[config.mk]
export PLATFORM = sky130hd
export DESIGN_NAME = pad_scan_controller
export DESIGN_NICKNAME = d
export VERILOG_FILES = /design/src/rtl/pad_scan_controller.sv
export SDC_FILE = /design/constraint.sdc
export NUM_CORES = 1
export LEC_CHECK = 0
export ABC_AREA = 1
export CAP_MARGIN = 20
export CORE_ASPECT_RATIO = 0.5
export CORE_UTILIZATION = 30
export CTS_CLUSTER_DIAMETER = 200
export CTS_CLUSTER_SIZE = 20
export DETAILED_ROUTE_END_ITERATION = 8
export PLACE_DENSITY = 0.52
export SLEW_MARGIN = 30
export SYNTH_ARGS = -nofsm -noshare
export SYNTH_HDL_FRONTEND = slang
export SYNTH_SLANG_ARGS = --single-unit
[constraint.sdc]
create_clock -name clk -period 1.9 [get_ports clk]
set_input_delay 0.475 -clock clk [delete_from_list [all_inputs] [get_ports clk]]
set_output_delay 0.475 -clock clk [all_outputs]
set_load 0.03 [all_outputs]
[src/rtl/pad_scan_controller.sv]
// pad_scan_controller: autonomous serial gamepad scanner driving latch/clock and publishing 16-bit button words.
// Optional build macro PAD_SCAN_CONTROLLER_EDGE_EN adds pad_pressed_0/1 (newly pressed buttons per scan).
module pad_scan_controller #(
    parameter int LATCH_CYCLES = 96,
    parameter int CLK_DIV      = 48,
    parameter int SCAN_BITS    = 16
) (
    input  logic        clk,
    input  logic        resetn,
    input  logic        frame_trigger,
    input  logic        host_start,
    input  logic        pad_data_0,
    input  logic        pad_data_1,
    output logic        pad_latch,
    output logic        pad_clk,
    output logic [15:0] pad_state_0,
    output logic [15:0] pad_state_1,
    output logic        busy,
    output logic        state_valid,
    output logic        scan_done
`ifdef PAD_SCAN_CONTROLLER_EDGE_EN
    ,
    output logic [15:0] pad_pressed_0,
    output logic [15:0] pad_pressed_1
`endif
);
    localparam int MAX_CNT = LATCH_CYCLES > CLK_DIV ? LATCH_CYCLES : CLK_DIV;
    localparam int CW      = $clog2(MAX_CNT) + 1;
    localparam logic [CW-1:0] LATCH_LOAD = CW'(LATCH_CYCLES - 1);
    localparam logic [CW-1:0] DIV_LOAD   = CW'(CLK_DIV - 1);
    localparam logic [3:0]    LAST_BIT   = 4'(SCAN_BITS - 1);

    localparam logic [2:0] S_IDLE     = 3'd0;
    localparam logic [2:0] S_LATCH    = 3'd1;
    localparam logic [2:0] S_SHIFT_LO = 3'd2;
    localparam logic [2:0] S_SHIFT_HI = 3'd3;
    localparam logic [2:0] S_DONE     = 3'd4;

    logic [2:0]    state_q, state_d;
    logic [CW-1:0] cnt_q, cnt_d;
    logic [3:0]    bit_q, bit_d;
    logic          pend_q, pend_d;
    logic [1:0]    sync0_q, sync1_q;
    logic [15:0]   sr0_q, sr0_d, sr1_q, sr1_d;
    logic [15:0]   st0_q, st0_d, st1_q, st1_d;
    logic          valid_q, valid_d;
`ifdef PAD_SCAN_CONTROLLER_EDGE_EN
    logic [15:0]   pr0_q, pr0_d, pr1_q, pr1_d;
    assign pad_pressed_0 = pr0_q;
    assign pad_pressed_1 = pr1_q;
`endif

    logic req;
    assign req         = frame_trigger | host_start;
    assign pad_latch   = state_q == S_LATCH;
    assign pad_clk     = state_q != S_SHIFT_LO;
    assign busy        = state_q != S_IDLE;
    assign scan_done   = state_q == S_DONE;
    assign state_valid = valid_q;
    assign pad_state_0 = st0_q;
    assign pad_state_1 = st1_q;

    // Scan sequencing; published words are loaded on the edge entering DONE so they appear together with scan_done.
    always_comb begin
        state_d = state_q;
        cnt_d   = cnt_q;
        bit_d   = bit_q;
        pend_d  = pend_q | (req && state_q != S_IDLE);
        sr0_d   = sr0_q;
        sr1_d   = sr1_q;
        st0_d   = st0_q;
        st1_d   = st1_q;
        valid_d = valid_q;
`ifdef PAD_SCAN_CONTROLLER_EDGE_EN
        pr0_d   = pr0_q;
        pr1_d   = pr1_q;
`endif
        case (state_q)
            S_IDLE: begin
                if (req || pend_q) begin
                    state_d = S_LATCH;
                    pend_d  = 1'b0;
                    cnt_d   = LATCH_LOAD;
                    bit_d   = '0;
                end
            end
            S_LATCH: begin
                state_d = cnt_q == '0 ? S_SHIFT_LO : S_LATCH;
                cnt_d   = cnt_q == '0 ? DIV_LOAD : cnt_q - 1'b1;
            end
            S_SHIFT_LO: begin
                if (cnt_q == '0) begin
                    sr0_d[bit_q] = ~sync0_q[1];
                    sr1_d[bit_q] = ~sync1_q[1];
                    state_d      = S_SHIFT_HI;
                    cnt_d        = DIV_LOAD;
                end else begin
                    cnt_d = cnt_q - 1'b1;
                end
            end
            S_SHIFT_HI: begin
                if (cnt_q != '0) begin
                    cnt_d = cnt_q - 1'b1;
                end else if (bit_q == LAST_BIT) begin
                    state_d = S_DONE;
                    st0_d   = sr0_q;
                    st1_d   = sr1_q;
                    valid_d = 1'b1;
`ifdef PAD_SCAN_CONTROLLER_EDGE_EN
                    pr0_d   = sr0_q & ~st0_q;
                    pr1_d   = sr1_q & ~st1_q;
`endif
                end else begin
                    state_d = S_SHIFT_LO;
                    bit_d   = bit_q + 1'b1;
                    cnt_d   = DIV_LOAD;
                end
            end
            default: state_d = S_IDLE;
        endcase
    end

    // State registers and 2-FF synchronisers for the asynchronous pad data lines.
    always_ff @(posedge clk) begin
        if (!resetn) begin
            state_q <= S_IDLE;
            cnt_q   <= '0;
            bit_q   <= '0;
            pend_q  <= 1'b0;
            sync0_q <= 2'b11;
            sync1_q <= 2'b11;
            sr0_q   <= '0;
            sr1_q   <= '0;
            st0_q   <= '0;
            st1_q   <= '0;
            valid_q <= 1'b0;
`ifdef PAD_SCAN_CONTROLLER_EDGE_EN
            pr0_q   <= '0;
            pr1_q   <= '0;
`endif
        end else begin
            state_q <= state_d;
            cnt_q   <= cnt_d;
            bit_q   <= bit_d;
            pend_q  <= pend_d;
            sync0_q <= {sync0_q[0], pad_data_0};
            sync1_q <= {sync1_q[0], pad_data_1};
            sr0_q   <= sr0_d;
            sr1_q   <= sr1_d;
            st0_q   <= st0_d;
            st1_q   <= st1_d;
            valid_q <= valid_d;
`ifdef PAD_SCAN_CONTROLLER_EDGE_EN
            pr0_q   <= pr0_d;
            pr1_q   <= pr1_d;
`endif
        end
    end
endmodule

# ---- Word level (Yosys, flattened, before mapping)
# Index checks and enable logic that the tools add are counted.
dict set report op_classes {
  bitwise 5
  mux 21
  magnitude_cmp 2
  eq_ne 11
  add_sub_neg 2
  n_reduce_logical 15
}
# cell n
set op_table {}
lappend op_table {{$bwmux W16} 2}
lappend op_table {{$mux W8} 4}
lappend op_table {{$pmux W8 S3} 1}
lappend op_table {{$mux W3} 4}
lappend op_table {{$mux W4} 3}
lappend op_table {{$pmux W3 S4} 1}
lappend op_table {{$reduce_and A3 Y1} 3}
lappend op_table {{$logic_not A8 Y1} 1}
lappend op_table {{$ne A2 B2 Y1 const B} 4}
lappend op_table {{$pmux W4 S2} 1}
lappend op_table {{$reduce_bool A8 Y1} 1}
lappend op_table {{$sub A8 B1 Y8 const B} 1}
lappend op_table {{$eq A3 B2 Y1 const B} 2}
lappend op_table {{$reduce_bool A3 Y1} 2}
lappend op_table {{$lt A4 B5 Y1 const B} 1}
lappend op_table {{$add A4 B1 Y4 const B} 1}
lappend op_table {{$demux W1 S4} 1}
lappend op_table {{$eq A4 B4 Y1 const B} 1}
lappend op_table {{$ge A4 B1 Y1 const B} 1}
lappend op_table {{$reduce_and A4 Y1} 1}
lappend op_table {{$eq A3 B1 Y1 const B} 1}
lappend op_table {{$eq A3 B3 Y1 const B} 1}
lappend op_table {{$logic_not A3 Y1} 1}
lappend op_table {{$mux W1} 3}
lappend op_table {{10 further kinds} 14}
dict set report word_totals {
  regBits 85
}

# ---- Depth between registers and ports, before layout
# Gate-level depths: netlist of run 1.
dict set report depth {
  depth_word 5
  depth_mapped 10
}

# ---- Worst setup path before layout of run 1
# Ideal clock, no wire load.
dict set report synth_timing {
  path_kind {flip-flop to flip-flop}
  start {register state_q[0]}
  end {register state_q[0]}
  setup_slack_ns 0.189
  t_arrival_ns 1.640
  n_path_buf 0
  stages_incl_launch_ff 7
  period_less_slack_ns 1.711
  required_time_ns 1.830
  setup_ns 0.070
  path_cell_list {dfxtp_1 -> inv_1 -> nor3_1 -> inv_1 -> o21ai_0 -> nand2_1 -> a21oi_1}
}
dict set report synth_via {
  elab_cells_between_ends 9
  cone_classes {eq/ne: 6; mux: 1; reduce/logical: 2}
}
# element line_no
set synth_lines {}
lappend synth_lines {{start, declared} 39} ;# logic [2:0] state_q, state_d;
lappend synth_lines {{start signal, assigned} 142} ;# state_q <= state_d;
lappend synth_lines {{$eq A3 B1 Y1} n/a}
lappend synth_lines {{via pad_latch} 14} ;# output logic pad_latch,
lappend synth_lines {{$pmux W3 S4} 78} ;# case (state_q)
# The timed path passes the listed nets, and every way through them passes these cells.
# A chain may end at the register's enable or synchronous reset.

# ---- Worst setup path in the final report of run 1
dict set report layout_timing {
  start {register st1_q[2] (netlist: pad_state_1[2])}
  end {output pad_state_1[2]}
}
# element line_no
set layout_lines {}
lappend layout_lines {{start, declared} 45} ;# logic [15:0] st0_q, st0_d, st1_q, st1_d;
lappend layout_lines {{start signal, assigned} 151} ;# st1_q <= st1_d;
lappend layout_lines {{end, declared} 17} ;# output logic [15:0] pad_state_1,
# No word-level cell between the ends.

==> results.sh, run 1 <==
export IMPL_synth_mux_area_share_pct=0
export IMPL_hold_buffers=0
export IMPL_crit_buf_inv=1
export IMPL_syn_avg_cell_area_sq_um=7.351
export IMPL_start_util_pct=31.14
export IMPL_drc=0
export IMPL_port_buffers=42
export IMPL_cp_top_family="buffers and inverters"
export IMPL_clock_path_buffers=2
export IMPL_status="finished, final reports clean"
export IMPL_dr_total_vias=3109
export IMPL_syn_nets=518
export IMPL_syn_to_final_growth_pct=25.87
export IMPL_grt_pass1_vias=2810
export IMPL_die_y_um=80.74
export IMPL_yosys_area_share_simple_pct=30.61
export IMPL_final_util_pct=39.19
export IMPL_finalSetupTns_ns=0
export IMPL_start_kind="flip-flop"
export IMPL_ioPinCount=43
export IMPL_ctsRootBufferMaster="clkbuf_16"
export IMPL_drtAntennaViolNets=0
export IMPL_htree_levels=3
export IMPL_antenna_found_initial=0
export IMPL_dp_hpwl_um=5712
export IMPL_cap_violations=0
export IMPL_synth_xor_area_share_pct=0.7064
export IMPL_critPathSlowestCell="clkdlybuf4s50_1"
export IMPL_tritoncts="done"
export IMPL_cellLeakagePower_uw=0.002227
export IMPL_num_rows=28
export IMPL_skew_ns=0.005294
export IMPL_worst_slew_pin_slew_ns=0.6024
export IMPL_fin_crit_sh_pct=96.61
export IMPL_synth_top_family_by_area="simple AND/OR/NAND/NOR gates"
export IMPL_gp_congestion=0.8311
export IMPL_ys_types=31
export IMPL_end_kind="output port"
export IMPL_hold_viol=0
export IMPL_required_ns=1.42
export IMPL_setup_viol=0
export IMPL_max_stage_delay_ns=0.68
export IMPL_clk_pin_slew_ns=0.06
export IMPL_routed_wl_um=8165
export IMPL_crit_chain="clkdlybuf4s50_1"
export IMPL_coreArea_sq_um=11950
export IMPL_synth_area_sq_um=3720
export IMPL_via_per_inst=4.288
export IMPL_numCtsBuffers=9
export IMPL_min_period_ns=1.836
export IMPL_relSlewSlack_pct=59.79
export IMPL_synth_compound_area_share_pct=11.84
export IMPL_wire_per_inst_um=11.26
export IMPL_worst_slack_ns=0.06433
export IMPL_timing_fmax_ghz=0.5448
export IMPL_drive_gt1_share_pct=13.04
export IMPL_vdd_ir_drop_max_mv=0.3628
export IMPL_grtUsageTotal_pct=13.60
export IMPL_overflow=0
export IMPL_synthAdderAreaFrac_pct=2.018
export IMPL_path_class="reg2out"
export IMPL_clock_sinks=85
export IMPL_dieWidth_um=159.5
export IMPL_finalMaxSlewViolations=0
export IMPL_synth_seq_area_share_pct=45.75
export IMPL_drtIter0Drc=136
export IMPL_clk_latency_ns=0.34
export IMPL_grt_pass1_wl_um=13680
export IMPL_synth_seq_cells=85
export IMPL_rsz0062_at_grt="true"
export IMPL_powerDensity_nw_per_um2=1096
export IMPL_yosys_warnings=0
export IMPL_min_path_type="reg2reg"
export IMPL_post_place_ws_ns=-0.0001442
export IMPL_r2r_setup_slack_ns=0.22
export IMPL_synthCells=506
export IMPL_grt_max_degree=60
export IMPL_layout_nets=567
export IMPL_arrival_ns=1.36
export IMPL_dieArea_sq_um=12880
export IMPL_crit_fanout=2
export IMPL_dr_pass1_iters=4
export IMPL_antenna_cells=0
==> logic make-up after synthesis <==
family	after synthesis
AND/OR/NAND/NOR	245
AO/OA/AOI/OAI	87
flip-flops	85
buffers and inverters	80
adder cells (fa/ha/maj)	6
XOR/XNOR	3
==> per-stage QoR <==
| step | power (uW) | instances | cell area, sq um | hold slack, ns |
|---|---|---|---|---|
| after CTS | 5172 | 725 | 4679 | 0.4120 |
| final | 5129 | 725 | 4682 | 0.4120 |
| after global routing | 5470 | 725 | 4682 | 0.4300 |
| after detailed placement | 3407 | 709 | 4383 | 0.3972 |
| after global placement | 3410 | 709 | 4383 | 0.3981 |
| after floorplan | 3012 | 506 | 3720 | 0.3925 |
==> placed cells by master, fill, tap and decap left out, types with 2 or more instances in the layout <==
master,count
nand2_1,104
nor2_4,2
nand2_4,2
buf_4,14
dfxtp_1,85
nor2_2,5
ha_1,6
clkinv_2,2
nand3_1,13
clkdlybuf4s50_1,37
xor2_1,2
nor2_1,86
o21ai_1,27
clkbuf_1,2
or2_2,4
nor2_8,5
inv_2,2
a31oi_1,2
clkbuf_16,9
nand2_2,16
nor3_1,3
a21oi_1,42
o21ai_0,15
buf_12,3
inv_1,57
==> cell usage after synthesis <==
library cell / n / area [sq um]
xor2_1: 2 / 17.52
xnor2_1: 1 / 8.760
inv_1: 58 / 217.7
inv_2: 1 / 3.750
ha_1: 6 / 75.07
nand2_1: 104 / 390.4
buf_1: 3 / 11.26
nor3_1: 4 / 20.02
a21oi_1: 42 / 210.2
nand2_4: 2 / 22.52
nor3b_1: 1 / 7.510
o21ai_0: 15 / 75.07
buf_2: 8 / 40.04
nand2_2: 16 / 100.1
o21ai_1: 27 / 135.1
buf_6: 3 / 33.78
nor2_1: 86 / 322.8
nor2_4: 1 / 11.26
nand3_2: 1 / 10.01
clkbuf_1: 5 / 18.77
a21o_1: 1 / 7.510
a31oi_1: 2 / 12.51
dfxtp_1: 85 / 1702
clkinv_1: 1 / 3.750
clkinv_4: 1 / 8.760
nor2_8: 5 / 100.1
nand2_8: 1 / 20.02
nand3_1: 13 / 65.06
nor2_2: 6 / 37.54
nand4_1: 1 / 6.260
or2_2: 4 / 25.02
==> registers in the layout, summed over array words and instances, names as in the netlist <==
register	count
sync0_q	2
state_valid	1
sr1_q	16
bit_q	4
state_q	3
sr0_q	16
cnt_q	8
sync1_q	2
pend_q	1
pad_state_1	16
pad_state_0	16
==> metal layers <==
layer	global-route usage [%]	share of wire (%)
met5	0	0
met1	18.09	52
met3	3.933	3.1
met2	20.96	43
met4	5.192	1.5
==> path summary, 6_finish.rpt <==
| check | startpoint | end | cells past startpoint |
|---|---|---|---|
| hold reg to reg | sync0_q[0] | sync0_q[1] | 1 |
| hold / removal | sync0_q[0] | sync0_q[1] | 1 |
| setup / recovery | pad_state_1[2] | pad_state_1[2] | 1 |
| setup reg to reg | cnt_q[1] | pad_state_0[7] | 9 |
==> layout make-up <==
type	instances	area [sq um]
Inverter	61	234.0
Multi-Input combinational cell	341	1690
Clock inverter	4	47.55
Tap cell	165	206.4
Fill cell	1218	7264
Timing Repair Buffer	57	555.5
Sequential cell	85	1702
Clock buffer	12	246.5
==> power by group <==
| group | switching, uW | internal, uW |
|---|---|---|
| clock | 702 | 1050 |
| combinational | 896 | 481 |
| sequential | 99.0 | 1900 |
==> repair_timing <==
item                                    4_1_cts  5_1_grt
gates resized for setup                       3        5
setup buffers                                 0        0
endpoints found under the setup margin        3        4
Power figures use the tool's default switching activity.
==> run 2: changes to the inputs <==
==> constraint.sdc (replaced) <==
create_clock -name clk -period 1.9 [get_ports clk]
set_input_delay 0.475 -clock clk [delete_from_list [all_inputs] [get_ports clk]]
set_output_delay 0.475 -clock clk [all_outputs]
set_load 0.1 [all_outputs]
==> results.sh, run 2 (synthesized netlist as in run 1, its figures left out) <==
export IMPL_required_ns=1.42
export IMPL_dieWidth_um=159.5
export IMPL_clk_latency_ns=0.34
export IMPL_grt_pass1_wl_um=13930
export IMPL_grtUsageTotal_pct=13.78
export IMPL_tritoncts="done"
export IMPL_worstHoldEndpoint="sync1_q[1]"
export IMPL_fillCellCount=1221
export IMPL_path_class="reg2out"
export IMPL_r2r_cells=9
export IMPL_rsz0062_at_grt="false"
export IMPL_die_y_um=80.74
export IMPL_cellLeakagePower_uw=0.002399
export IMPL_ioPinCount=43
export IMPL_min_path_type="reg2reg"
export IMPL_arrival_ns=1.34
export IMPL_relSlewSlack_pct=57.22
export IMPL_timing_rr_end="pad_state_0[5]"
export IMPL_status="finished, final reports clean"
export IMPL_setup_viol=0
export IMPL_design_area_sq_um=5070
export IMPL_postPlaceCellArea_sq_um=4755
export IMPL_worstReg2RegStart="cnt_q[1]"
export IMPL_fin_crit_sh_pct=95.54
export IMPL_clk_pin_slew_ns=0.06
export IMPL_dr_pass1_iters=4
export IMPL_vdd_ir_drop_max_mv=1.034
export IMPL_skew_ns=0.006582
export IMPL_final_util_pct=42.44
export IMPL_antenna_cells=0
export IMPL_r2r_setup_slack_ns=0.20
export IMPL_dieArea_sq_um=12880
export IMPL_grt_max_degree=35
export IMPL_powerDensity_nw_per_um2=1093
export IMPL_layout_nets=566
export IMPL_cap_violations=0
export IMPL_ctsRootBufferMaster="clkbuf_16"
export IMPL_drtIter0Drc=137
export IMPL_start_kind="flip-flop"
export IMPL_dp_hpwl_um=5877
export IMPL_via_per_inst=4.288
export IMPL_min_delay_start="sync1_q[0]"
export IMPL_coreArea_sq_um=11950
export IMPL_port_buffers=42
export IMPL_fin_cells=723
export IMPL_grt_pass1_vias=2971
export IMPL_finalPower_uw=5542
export IMPL_hold_buffers=0
export IMPL_drive_gt1_share_pct=19.00
export IMPL_clock_path_buffers=2
export IMPL_antenna_found_initial=0
export IMPL_drc=0
export IMPL_num_rows=28
export IMPL_final_cell_mix="nand2_1, nor2_1, dfxtp_1"
export IMPL_hold_viol=0
export IMPL_worst_slew_pin_slew_ns=0.6409
export IMPL_overflow=0
export IMPL_crit_fanout=6
export IMPL_final_common_cell="nand2_1"
export IMPL_syn_to_final_growth_pct=36.29
export IMPL_cts_setup_buffers=0
export IMPL_numCtsBuffers=9
export IMPL_htree_levels=3
export IMPL_hold_path_depth=1
export IMPL_timing_fmax_ghz=0.5509
export IMPL_start_util_pct=31.14
export IMPL_routed_wl_um=8216
export IMPL_whs_ns=0.4169
export IMPL_drtAntennaViolNets=0
export IMPL_ctsResizeCount=0
export IMPL_wire_per_inst_um=11.36
export IMPL_dr_total_vias=3100
export IMPL_finalMaxSlewViolations=0
export IMPL_clock_sinks=85
export IMPL_end_kind="output port"
export IMPL_dp_cells=708
export IMPL_gp_congestion=0.8053
export IMPL_min_period_ns=1.815
==> run 2: layout make-up <==
type | instances | area (sq um) | share of cell area, %
sequential | 85 | 1702 | 33.56
multi-input combinational | 341 | 1697 | 33.47
timing repair buffer | 56 | 915.9 | 18.07
clock buffer | 12 | 246.5 | 4.862
inverter | 61 | 234.0 | 4.615
tap | 165 | 206.4 | 4.072
clock inverter | 3 | 68.82 | 1.357
==> run 2: worst max-delay path: stages (launching register included) <==
cell     delay, ns
dfxtp_1       0.42
inv_2         0.10
nand2_1       0.10
nor2_2        0.05
inv_1         0.14
buf_12        0.19
==> run 2: worst max-delay path by stage <==
| stage | start | end | slack, ns |
|---|---|---|---|
| 2_1_floorplan | state_q[1] | scan_done | 0.06 |
| 3_3_place_gp | host_start | cnt_q[3] | 0.03 |
| 3_5_place_dp | host_start | cnt_q[2] | -0.02 |
| 4_1_cts | state_q[2] | pad_clk | 0.06 |
| 5_1_grt | state_q[2] | pad_clk | 0.002 |
| 6_report | state_q[2] | pad_clk | 0.08 |
==> run 2: report_power, final <==
part	internal, uW	switching, uW	total, uW
Sequential	1900	132	2030
Clock	1190	694	1880
Combinational	549	1080	1630
==> run 2: stage by stage <==
stage,TNS (ns),worst slack [ns]
final,0,0.08481
after global routing,0,0.001646
after CTS,0,0.06136
after detailed placement,-0.03466,-0.01667
after global placement,0,0.02598
after floorplan,0,0.06022
==> run 2: layer usage <==
| metal | GRT usage, % | up-vias | wire length [um] |
|---|---|---|---|
| li1 | - | 1667 | - |
| met1 | 16.94 | 1388 | 4175 |
| met2 | 23.06 | 35 | 3634 |
| met3 | 4.494 | 10 | 312 |
| met4 | 4.615 | 0 | 93 |
| met5 | 0 | - | 0 |
